[config.mk]
export PLATFORM = sky130hd
export DESIGN_NAME = axi_mst_pt_mem_chip
export DESIGN_NICKNAME = d
export VERILOG_FILES = /design/src/rtl/axi_mst_pt_mem_chip_if.sv /design/src/rtl/axi_mst_pt_mem_chip.sv
export SDC_FILE = /design/constraint.sdc
export NUM_CORES = 1
export LEC_CHECK = 0
export ABC_AREA = 1
export BUFFER_PORTS_ARGS = -buffer_cell sky130_fd_sc_hd__buf_2
export CORE_MARGIN = 2
export CORE_UTILIZATION = 55
export CTS_CLUSTER_DIAMETER = 150
export DETAILED_ROUTE_END_ITERATION = 16
export GPL_ROUTABILITY_DRIVEN = 0
export PLACE_DENSITY_LB_ADDON = 0.12
export SYNTH_ARGS = -nofsm -noshare
export SYNTH_HDL_FRONTEND = slang
export SYNTH_SLANG_ARGS = --single-unit
[constraint.sdc]
create_clock -name aclk -period 2.4 [get_ports aclk]
set_input_delay 0.24 -clock aclk [delete_from_list [all_inputs] [get_ports aclk]]
set_output_delay 0.24 -clock aclk [all_outputs]
set_load 0.03 [all_outputs]
[src/rtl/axi_mst_pt_mem_chip_if.sv]
// AXI4-Lite bus bundle shared by the traffic master, the passthrough monitor and the memory slave.
interface axi_mst_pt_mem_chip_if #(
   parameter int ADDR_W = 32,
   parameter int DATA_W = 32
);
   logic [ADDR_W-1:0]   awaddr;
   logic                awvalid;
   logic                awready;
   logic [DATA_W-1:0]   wdata;
   logic [DATA_W/8-1:0] wstrb;
   logic                wvalid;
   logic                wready;
   logic [1:0]          bresp;
   logic                bvalid;
   logic                bready;
   logic [ADDR_W-1:0]   araddr;
   logic                arvalid;
   logic                arready;
   logic [DATA_W-1:0]   rdata;
   logic [1:0]          rresp;
   logic                rvalid;
   logic                rready;

   modport master (
      output awaddr, awvalid, wdata, wstrb, wvalid, bready, araddr, arvalid, rready,
      input  awready, wready, bresp, bvalid, arready, rdata, rresp, rvalid
   );

   modport slave (
      input  awaddr, awvalid, wdata, wstrb, wvalid, bready, araddr, arvalid, rready,
      output awready, wready, bresp, bvalid, arready, rdata, rresp, rvalid
   );
endinterface

[src/rtl/axi_mst_pt_mem_chip.sv]
// AXI4-Lite self-test subsystem: traffic master -> counting passthrough -> word memory slave.
// The master writes NUM_TXN words, reads them back and reports done/pass/err_cnt.
module axi_mst_pt_mem_chip_mst #(
   parameter int                ADDR_W    = 32,
   parameter int                DATA_W    = 32,
   parameter int                NUM_TXN   = 8,
   parameter logic [ADDR_W-1:0] BASE_ADDR = '0
) (
   input  logic                  clk,
   input  logic                  rst,
   input  logic                  start,
   axi_mst_pt_mem_chip_if.master bus,
   output logic                  busy,
   output logic                  done,
   output logic                  pass,
   output logic [7:0]            err_cnt
);
   typedef enum logic [2:0] {S_IDLE, S_WA, S_WB, S_RA, S_RD, S_DONE} state_t;

   state_t      state;
   logic [7:0]  idx;
   logic        aw_v, w_v, b_rdy, ar_v, r_rdy;
   logic        last;
   logic [7:0]  err_inc;
   logic [DATA_W-1:0] pattern;

   assign pattern      = DATA_W'(32'hDEAD_0000) + DATA_W'(idx);
   assign last         = (idx == 8'(NUM_TXN - 1));
   assign err_inc      = (err_cnt == 8'hFF) ? err_cnt : err_cnt + 8'd1;
   assign bus.awaddr   = BASE_ADDR + (ADDR_W'(idx) << 2);
   assign bus.araddr   = BASE_ADDR + (ADDR_W'(idx) << 2);
   assign bus.wdata    = pattern;
   assign bus.wstrb    = '1;
   assign bus.awvalid  = aw_v;
   assign bus.wvalid   = w_v;
   assign bus.bready   = b_rdy;
   assign bus.arvalid  = ar_v;
   assign bus.rready   = r_rdy;
   assign pass         = done && (err_cnt == 8'd0);

   // NOTE: all state is updated with non-blocking assignments so every branch sees pre-edge values.
   always_ff @(posedge clk) begin
      if (rst) begin
         state   <= S_IDLE;
         idx     <= '0;
         busy    <= 1'b0;
         done    <= 1'b0;
         err_cnt <= '0;
         aw_v    <= 1'b0;
         w_v     <= 1'b0;
         b_rdy   <= 1'b0;
         ar_v    <= 1'b0;
         r_rdy   <= 1'b0;
      end else begin
         case (state)
            S_IDLE, S_DONE: begin
               if (start) begin
                  state   <= S_WA;
                  idx     <= '0;
                  busy    <= 1'b1;
                  done    <= 1'b0;
                  err_cnt <= '0;
                  aw_v    <= 1'b1;
                  w_v     <= 1'b1;
               end
            end
            S_WA: begin
               // Address and data may be accepted in different cycles; each valid drops on its own.
               if (bus.awready) aw_v <= 1'b0;
               if (bus.wready)  w_v  <= 1'b0;
               if ((!aw_v || bus.awready) && (!w_v || bus.wready)) begin
                  state <= S_WB;
                  b_rdy <= 1'b1;
               end
            end
            S_WB: begin
               if (bus.bvalid) begin
                  b_rdy <= 1'b0;
                  if (bus.bresp != 2'b00) err_cnt <= err_inc;
                  if (last) begin
                     idx   <= '0;
                     state <= S_RA;
                     ar_v  <= 1'b1;
                  end else begin
                     idx   <= idx + 8'd1;
                     state <= S_WA;
                     aw_v  <= 1'b1;
                     w_v   <= 1'b1;
                  end
               end
            end
            S_RA: begin
               if (bus.arready) begin
                  ar_v  <= 1'b0;
                  r_rdy <= 1'b1;
                  state <= S_RD;
               end
            end
            S_RD: begin
               if (bus.rvalid) begin
                  r_rdy <= 1'b0;
                  if (bus.rresp != 2'b00 || bus.rdata != pattern) err_cnt <= err_inc;
                  if (last) begin
                     state <= S_DONE;
                     busy  <= 1'b0;
                     done  <= 1'b1;
                  end else begin
                     idx   <= idx + 8'd1;
                     state <= S_RA;
                     ar_v  <= 1'b1;
                  end
               end
            end
            default: state <= S_IDLE;
         endcase
      end
   end
endmodule

module axi_mst_pt_mem_chip_pt (
   input  logic                  clk,
   input  logic                  rst,
   input  logic                  clr,
   axi_mst_pt_mem_chip_if.slave  up,
   axi_mst_pt_mem_chip_if.master dn,
   output logic [15:0]           wr_cnt,
   output logic [15:0]           rd_cnt
);
   assign dn.awaddr  = up.awaddr;
   assign dn.awvalid = up.awvalid;
   assign up.awready = dn.awready;
   assign dn.wdata   = up.wdata;
   assign dn.wstrb   = up.wstrb;
   assign dn.wvalid  = up.wvalid;
   assign up.wready  = dn.wready;
   assign up.bresp   = dn.bresp;
   assign up.bvalid  = dn.bvalid;
   assign dn.bready  = up.bready;
   assign dn.araddr  = up.araddr;
   assign dn.arvalid = up.arvalid;
   assign up.arready = dn.arready;
   assign up.rdata   = dn.rdata;
   assign up.rresp   = dn.rresp;
   assign up.rvalid  = dn.rvalid;
   assign dn.rready  = up.rready;

   always_ff @(posedge clk) begin
      if (rst || clr) begin
         wr_cnt <= '0;
         rd_cnt <= '0;
      end else begin
         if (dn.bvalid && dn.bready) wr_cnt <= wr_cnt + 16'd1;
         if (dn.rvalid && dn.rready) rd_cnt <= rd_cnt + 16'd1;
      end
   end
endmodule

module axi_mst_pt_mem_chip_slv #(
   parameter int                ADDR_W    = 32,
   parameter int                DATA_W    = 32,
   parameter int                MEM_WORDS = 16,
   parameter logic [ADDR_W-1:0] BASE_ADDR = '0
) (
   input  logic                 clk,
   input  logic                 rst,
   axi_mst_pt_mem_chip_if.slave bus
);
   localparam int IW = (MEM_WORDS > 1) ? $clog2(MEM_WORDS) : 1;
   localparam int NB = DATA_W / 8;

   logic [DATA_W-1:0] mem [MEM_WORDS];
   logic              aw_held, w_held, bvalid_q, rvalid_q;
   logic [ADDR_W-1:0] aw_addr_q;
   logic [DATA_W-1:0] w_data_q, rdata_q;
   logic [NB-1:0]     w_strb_q;
   logic [1:0]        bresp_q, rresp_q;
   logic              aw_hs, w_hs, ar_hs, wr_fire, wr_en;
   logic [ADDR_W-1:0] wr_addr;
   logic [DATA_W-1:0] wr_data;
   logic [NB-1:0]     wr_strb;

   function automatic logic addr_ok(input logic [ADDR_W-1:0] a);
      return (a[1:0] == 2'b00) && (((a - BASE_ADDR) >> 2) < ADDR_W'(MEM_WORDS));
   endfunction

   function automatic logic [IW-1:0] word_idx(input logic [ADDR_W-1:0] a);
      return IW'((a - BASE_ADDR) >> 2);
   endfunction

   assign bus.awready = !aw_held && !bvalid_q;
   assign bus.wready  = !w_held && !bvalid_q;
   assign bus.arready = !rvalid_q;
   assign bus.bvalid  = bvalid_q;
   assign bus.bresp   = bresp_q;
   assign bus.rvalid  = rvalid_q;
   assign bus.rresp   = rresp_q;
   assign bus.rdata   = rdata_q;

   assign aw_hs   = bus.awvalid && bus.awready;
   assign w_hs    = bus.wvalid && bus.wready;
   assign ar_hs   = bus.arvalid && bus.arready;
   assign wr_addr = aw_held ? aw_addr_q : bus.awaddr;
   assign wr_data = w_held ? w_data_q : bus.wdata;
   assign wr_strb = w_held ? w_strb_q : bus.wstrb;
   // A write commits the cycle its second half arrives, so B follows one cycle later.
   assign wr_fire = (aw_held || aw_hs) && (w_held || w_hs);
   assign wr_en   = wr_fire && addr_ok(wr_addr);

   // NOTE: the storage array has no reset; contents deliberately survive a reset.
   always_ff @(posedge clk) begin
      if (wr_en) begin
         for (int b = 0; b < NB; b++)
            if (wr_strb[b]) mem[word_idx(wr_addr)][8*b +: 8] <= wr_data[8*b +: 8];
      end
   end

   always_ff @(posedge clk) begin
      if (rst) begin
         aw_held   <= 1'b0;
         w_held    <= 1'b0;
         bvalid_q  <= 1'b0;
         bresp_q   <= 2'b00;
         rvalid_q  <= 1'b0;
         rresp_q   <= 2'b00;
         rdata_q   <= '0;
         aw_addr_q <= '0;
         w_data_q  <= '0;
         w_strb_q  <= '0;
      end else begin
         if (aw_hs) aw_addr_q <= bus.awaddr;
         if (w_hs) begin
            w_data_q <= bus.wdata;
            w_strb_q <= bus.wstrb;
         end
         if (bvalid_q && bus.bready) bvalid_q <= 1'b0;
         if (wr_fire) begin
            aw_held  <= 1'b0;
            w_held   <= 1'b0;
            bvalid_q <= 1'b1;
            bresp_q  <= addr_ok(wr_addr) ? 2'b00 : 2'b10;
         end else begin
            if (aw_hs) aw_held <= 1'b1;
            if (w_hs)  w_held  <= 1'b1;
         end
         if (ar_hs) begin
            rvalid_q <= 1'b1;
            rresp_q  <= addr_ok(bus.araddr) ? 2'b00 : 2'b10;
            rdata_q  <= addr_ok(bus.araddr) ? mem[word_idx(bus.araddr)] : '0;
         end else if (rvalid_q && bus.rready) begin
            rvalid_q <= 1'b0;
         end
      end
   end
endmodule

module axi_mst_pt_mem_chip #(
   parameter int                ADDR_W    = 32,
   parameter int                DATA_W    = 32,
   parameter int                MEM_WORDS = 16,
   parameter int                NUM_TXN   = 8,
   parameter logic [ADDR_W-1:0] BASE_ADDR = '0
) (
   input  logic        aclk,
   input  logic        aresetn,   // active-high synchronous reset despite the name
   input  logic        start,
   output logic        busy,
   output logic        done,
   output logic        pass,
   output logic [7:0]  err_cnt,
   output logic [15:0] wr_cnt,
   output logic [15:0] rd_cnt
);
   axi_mst_pt_mem_chip_if #(.ADDR_W(ADDR_W), .DATA_W(DATA_W)) m_bus ();
   axi_mst_pt_mem_chip_if #(.ADDR_W(ADDR_W), .DATA_W(DATA_W)) s_bus ();

   logic run_start;
   assign run_start = start && !busy;

   axi_mst_pt_mem_chip_mst #(
      .ADDR_W(ADDR_W), .DATA_W(DATA_W), .NUM_TXN(NUM_TXN), .BASE_ADDR(BASE_ADDR)
   ) u_mst (
      .clk(aclk), .rst(aresetn), .start(start), .bus(m_bus.master),
      .busy(busy), .done(done), .pass(pass), .err_cnt(err_cnt)
   );

   axi_mst_pt_mem_chip_pt u_pt (
      .clk(aclk), .rst(aresetn), .clr(run_start),
      .up(m_bus.slave), .dn(s_bus.master), .wr_cnt(wr_cnt), .rd_cnt(rd_cnt)
   );

   axi_mst_pt_mem_chip_slv #(
      .ADDR_W(ADDR_W), .DATA_W(DATA_W), .MEM_WORDS(MEM_WORDS), .BASE_ADDR(BASE_ADDR)
   ) u_slv (
      .clk(aclk), .rst(aresetn), .bus(s_bus.slave)
   );
endmodule

Yosys cells after proc, flatten, opt, wreduce, memory -nomap -nowiden
Memories as Yosys holds them, arrays and structs flattened. A register that Yosys moved wholly into a read port is not among the register bits.
Index checks and enable logic that the tools add are counted.
{"block": "totals", "ram_bits": 512, "ff_bits": 139, "output_inout_bits": 43, "in_bits": 3, "memories": 1}
{"block": "op_classes", "n_mux": 68, "reduce_logical": 50, "addsub": 5, "magnitude_cmp": 2, "n_eq_ne": 21}
{"name": "u_slv.mem", "depth": 16, "word_bits": 32, "read_ports": 1, "rd_ports_with_merged_regs": 1, "write_ports": 1, "line": "axi_mst_pt_mem_chip.sv:171", "rtl": "logic [DATA_W-1:0] mem [MEM_WORDS];"}
{"op": "8-bit two-way mux", "count": 10}
{"op": "32-bit two-way mux", "count": 2}
{"op": "8-bit one-hot mux with 3 select lines", "count": 2}
{"op": "1-bit two-way mux", "count": 33}
{"op": "16-bit by 1-bit adder with 16-bit output (second input constant)", "count": 2}
{"op": "31-bit by 9-bit adder with 32-bit output (first input constant)", "count": 1}
{"op": "32-bit inequality test", "count": 1}
{"op": "30-bit by 5-bit < comparator with 1-bit output (second input constant)", "count": 1}
{"op": "5-bit AND reduction", "count": 4}
{"op": "3-bit two-way mux", "count": 6}
{"op": "2-bit by 1-bit inequality test with 1-bit output (second input constant)", "count": 9}
{"op": "8-bit by 1-bit adder with 8-bit output (second input constant)", "count": 2}
{"op": "3-bit one-hot mux with 5 select lines", "count": 1}
{"op": "2-bit nonzero test", "count": 7}
{"op": "1-bit logical AND", "count": 13}
{"op": "4-bit two-way mux", "count": 3}
{"op": "6-bit AND reduction", "count": 2}
{"op": "10-bit two-way mux", "count": 1}
{"op": "1-bit one-hot mux with 3 select lines", "count": 3}
{"op": "3-bit nonzero test", "count": 3}
{"op": "8-bit by 3-bit == test with 1-bit output (second input constant)", "count": 1}
{"op": "8-bit == test (second input constant)", "count": 1}
{"op": "8-bit logical NOT", "count": 1}
{"op": "8-bit by 5-bit < comparator with 1-bit output (second input constant)", "count": 1}
{"op": "13 further kinds", "count": 36}

Depth between registers and ports, before layout
{"block": "depth", "word_depth": 8, "mapped_depth": 11, "depth_no_buf": 11}

By module
Synthesis repeated with hierarchy kept, for this count alone.
{"block": "unflattened", "cells_unflattened": 3203, "hier_area_um2": 30425.4}
{"module": "axi_mst_pt_mem_chip_slv", "cells_each": 2393, "instances": 1, "area_per_inst_um2": 25099.1, "seq_area_each_um2": 17496.8}
{"module": "axi_mst_pt_mem_chip_pt", "cells_each": 378, "instances": 1, "area_per_inst_um2": 2702.6, "seq_area_each_um2": 640.6}
{"module": "axi_mst_pt_mem_chip_mst", "cells_each": 430, "instances": 1, "area_per_inst_um2": 2613.8, "seq_area_each_um2": 520.5}
{"module": "axi_mst_pt_mem_chip", "cells_each": 2, "instances": 1, "area_per_inst_um2": 10.0, "seq_area_each_um2": 0.0}

Least setup slack after synthesis
OpenSTA, ideal clock, no wires.
{"block": "synth_path", "kind": "register to register", "start": "reg u_slv.bvalid_q, in the netlist u_slv.bus.bvalid", "end": "mem u_slv.mem[0][0], enable pin", "setup_ns": 0.374, "path_slack_ns": 0.396, "n_path_buf": 1, "stages_incl_launch_ff": 8, "synth_period_minus_slack_ns": 2.004, "arrival_ns": 1.630, "cell_sequence": "dfxtp_1 > buf_6 > nor3_4 > nor2_2 > a21oi_4 > and3_4 > nand3_2 > nor2_1"}
{"block": "synth_between", "elab_chain_len": 8, "elab_cells_between_ends": 11, "cone_classes": "mux (2); reduce/logical (9)"}
{"element": "from (decl)", "line": "axi_mst_pt_mem_chip.sv:172", "rtl": "logic aw_held, w_held, bvalid_q, rvalid_q;"}
{"element": "from (signal assigned)", "line": "axi_mst_pt_mem_chip.sv:221", "rtl": "bvalid_q <= 1'b0;"}
{"element": "from (signal assigned)", "line": "axi_mst_pt_mem_chip.sv:235", "rtl": "if (bvalid_q && bus.bready) bvalid_q <= 1'b0;"}
{"element": "from (signal assigned)", "line": "axi_mst_pt_mem_chip.sv:239", "rtl": "bvalid_q <= 1'b1;"}
{"element": "1-bit logical NOT (*)", "line": "axi_mst_pt_mem_chip.sv:190, axi_mst_pt_mem_chip.sv:191"}
{"element": "1-bit logical AND, on equally long branches", "line": "axi_mst_pt_mem_chip.sv:190, axi_mst_pt_mem_chip.sv:191"}
{"element": "1-bit logical AND, on equally long branches", "line": "axi_mst_pt_mem_chip.sv:199, axi_mst_pt_mem_chip.sv:200"}
{"element": "1-bit logical OR", "line": "axi_mst_pt_mem_chip.sv:206", "rtl": "assign wr_fire = (aw_held || aw_hs) && (w_held || w_hs);"}
{"element": "1-bit logical AND (*)", "line": "axi_mst_pt_mem_chip.sv:206"}
{"element": "1-bit logical AND (*)", "line": "axi_mst_pt_mem_chip.sv:207", "rtl": "assign wr_en = wr_fire && addr_ok(wr_addr);"}
{"element": "1-bit two-way mux (*)", "line": "axi_mst_pt_mem_chip.sv:211", "rtl": "if (wr_en) begin"}
{"element": "1-bit two-way mux (implied by the code) (*)", "line": "axi_mst_pt_mem_chip.sv:213", "rtl": "if (wr_strb[b]) mem[word_idx(wr_addr)][8*b +: 8] <= wr_data[8*b +: 8];"}
{"element": "to (decl)", "line": "axi_mst_pt_mem_chip.sv:171"}
Mark *: on every way between the ends. The rest lies on a longest branch, timed or not.

Worst setup path after layout
{"block": "layout_path", "start": "reg u_slv.bvalid_q, in the netlist u_slv.bus.bvalid", "end": "mem u_slv.mem[11][2], enable pin"}
The elaborated chain is that of the path after synthesis.

==> results.cfg <==
[floorplanning]
start_util_pct = 56.4
die_area_mm2 = 0.0204
core_area_mm2 = 0.0188
fp.dieW_um = 143
die_y_um = 143
io_pins = 46
rows = 50

[synth]
yosysSeqAreaShare_pct = 58.5
avgSynthCellArea_um2 = 9.25
synth-seq-cells = 238
synthCells = 1147
syn_nets = 1155
synth_common_cells = nand2_1, inv_1, edfxtp_1
synth.distinct_cells = 46
async_reset_ff_share_pct = 0
ys_top_cells_by_area = edfxtp_1, dfxtp_1, nand2_1
synth_ff_type = edfxtp_1
syn_area_mm2 = 0.0106
synth_edf_count = 144
synth_top_cell_by_area = edfxtp_1
synth.most_common_cell = nand2_1
yosys.area.top_type_share_pct = 40.7
yosys_warnings = 0

[timing]
fmax_mhz = 484
hold-worst-slack_ns = 0.235
fin_crit_sh_pct = 86.1
worst_pin_slew_ns = 0.662
setup_viol = 0
fin_skew_ns = 0.0140
maxSlewViolCount = 0
hold_viol = 0
relSlewSlack_pct = 55.9
rsz0062_at_grt = no
setup_tns_ns = 0
finalCriticalPeriod_ns = 2.07

[min_path]
whs_path_depth = 2
whs_endpoint = u_slv.bus.bvalid
min_from = aresetn
min_path_type = input pin to flop

[pwr]
vdd_ir_drop_max_mv = 0.930
p_per_area_mw_per_mm2 = 1050
p_leak_uw = 0.00462

[status]
status = finished clean

[layout]
diodes = 0
layoutNonFillerInstCount = 1493
synthToLayoutAreaGrowth_pct = 14.6
fin_nets = 1222
fill_cells = 1565
fin_util_pct = 64.6
drive_gt1_share_pct = 14.1

[drt]
vias = 8114
drt-initial-drc-count = 760
wl_per_cell_um = 16.7
top_layer = met4
drc = 0
dr.pass1.iters = 5
vias_per_cell = 5.43
wl_met3_mm = 1.63
detail-route-antenna-nets = 0
routed_wl_mm = 24.9
met2_length_mm = 11.5
drt-met1-wl_mm = 11.1

[cts]
htreeDepth = 1
cts_root_buffer = clkbuf_16
post_cts_buffers = 0
clock_latency_ns = 0.53
cts_tree = built
cts_resized = 0
cts-hold-fix-buffers = 0
clk_pin_slew_worst_paths_ns = 0.06
cts_inserted_buffers = 26
numClockSinks = 238
clockBufferDepth = 3

[placement]
place_inst = 1446
port_buffers = 45
place_hpwl_mm = 16.5

[global_route]
grt_max_degree = 73
grt_pass1_wl_mm = 39.6
grt_usage_pct = 24.9
first_global_vias = 7535
grt.overflow.total = 0
antenna_found_initial = 0

[worst_setup_path]
worst_ep_required_time_ns = 2.55
reg2reg_slack_ns = 0.33
arrival_ns = 2.22
path_cells = nor2_1 > nand2_1 > a21oi_4 > and3_4 > nand3_2 > nor2_2
worstSetupStartpointType = flop
slowest_stage = nor2_2
worstReg2RegStart = u_slv.bus.bvalid
crit_fanout = 9
critPathCaptureType = flop
rr_endpoint = u_slv.mem[11][2]
max_stage_delay_ns = 0.41
reg2reg_depth = 6
worst-setup-path-type = flop to flop

[run]
maxCapViolCount = 0
[state kept, by name, indices dropped and copies added (netlist names), 3 cells and up, named ones only]
name	cells
u_mst.err_cnt	8
u_mst.idx	8
u_mst.state	3
u_pt.rd_cnt	16
u_pt.wr_cnt	16
u_slv.aw_addr_q	8
u_slv.bus.rdata	9
u_slv.mem	144
u_slv.w_data_q	9
[critical path, delay by kind of cell (launching register included)]
kind	cells	cell delay, ns
flip-flops	1	0.40
AO/OA/AOI/OAI	1	0.23
AND/OR/NAND/NOR	5	1.08
[area by class of cell]
type / count / area, um2 / share of cell area (%)
Inverter: 158 / 593 / 4.88
Timing Repair Buffer: 83 / 548 / 4.51
Clock inverter: 17 / 165 / 1.36
Sequential cell: 238 / 6210 / 51.1
Clock buffer: 30 / 687 / 5.65
Tap cell: 260 / 325 / 2.67
Multi-Input combinational cell: 707 / 3630 / 29.9
[cells in the final DEF (no fill, tap or decap), types with 3 or more instances in the layout]
master	count
a21oi_1	97
a21oi_2	3
buf_12	3
buf_2	45
buf_4	35
bufinv_16	3
clkbuf_1	3
clkbuf_16	27
clkinv_1	7
clkinv_2	5
clkinvlp_4	3
dfxtp_1	92
edfxtp_1	144
ha_1	5
inv_1	153
inv_2	3
nand2_1	211
nand2_2	5
nand3_1	78
nand3_2	5
nand4_1	15
nor2_1	77
nor2_2	9
nor2_4	4
nor3_1	20
o211ai_1	52
o21ai_0	78
o21ai_2	9
or2_2	4
xor2_1	10
[per-layer routing]
metal  vias to the layer above  track usage (%)
met3                        45             3.72
met5                         -                0
met2                       259             39.2
met1                      3788             35.8
li1                       4022                -
met4                         0             8.03
[power breakdown]
| group | leakage, uW | switching, uW | internal, uW | total [uW] |
|---|---|---|---|---|
| registers | 0.00209 | 339 | 4840 | 5180 |
| clock network | 0.000411 | 1600 | 2370 | 3970 |
| logic | 0.00212 | 2520 | 1120 | 3630 |
| total | 0.00462 | 4460 | 8320 | 12800 |
[worst max path at each step]
stage | start | to | cells after the start
floorplan | u_slv.bus.bvalid | u_slv.mem[0][0] | 7
global placement | u_slv.bus.bvalid | u_slv.mem[11][6] | 6
detailed placement | u_slv.bus.bvalid | u_slv.mem[11][30] | 6
CTS | u_slv.bus.bvalid | u_slv.mem[11][30] | 6
global route | u_slv.bus.bvalid | u_slv.mem[11][2] | 6
finish | u_slv.bus.bvalid | u_slv.mem[11][2] | 6
[kinds of logic (layout without fill, tap and decap cells)]
group                      count (synthesis)  in the layout  synth area share [%]
xor gates and xnor gates                  11             11                 0.908
adders and majority gates                  5              5                 0.589
DFF                                      238            238                  58.5
buffers and inverters                    202            288                  7.59
and+or+nand+nor                          443            443                  19.1
AOI/OAI and AO/OA                        248            248                  13.3
[stage by stage]
step,setup WS (ns),area (um2),power (uW)
CTS,0.0763,12200,12800
global route,0.159,12200,13400
finish,0.333,12200,12800
floorplan,0.396,10600,7710
global placement,0.215,11300,8840
detailed placement,0.102,11300,8860
No activity file was read; power rests on OpenSTA's default activity.
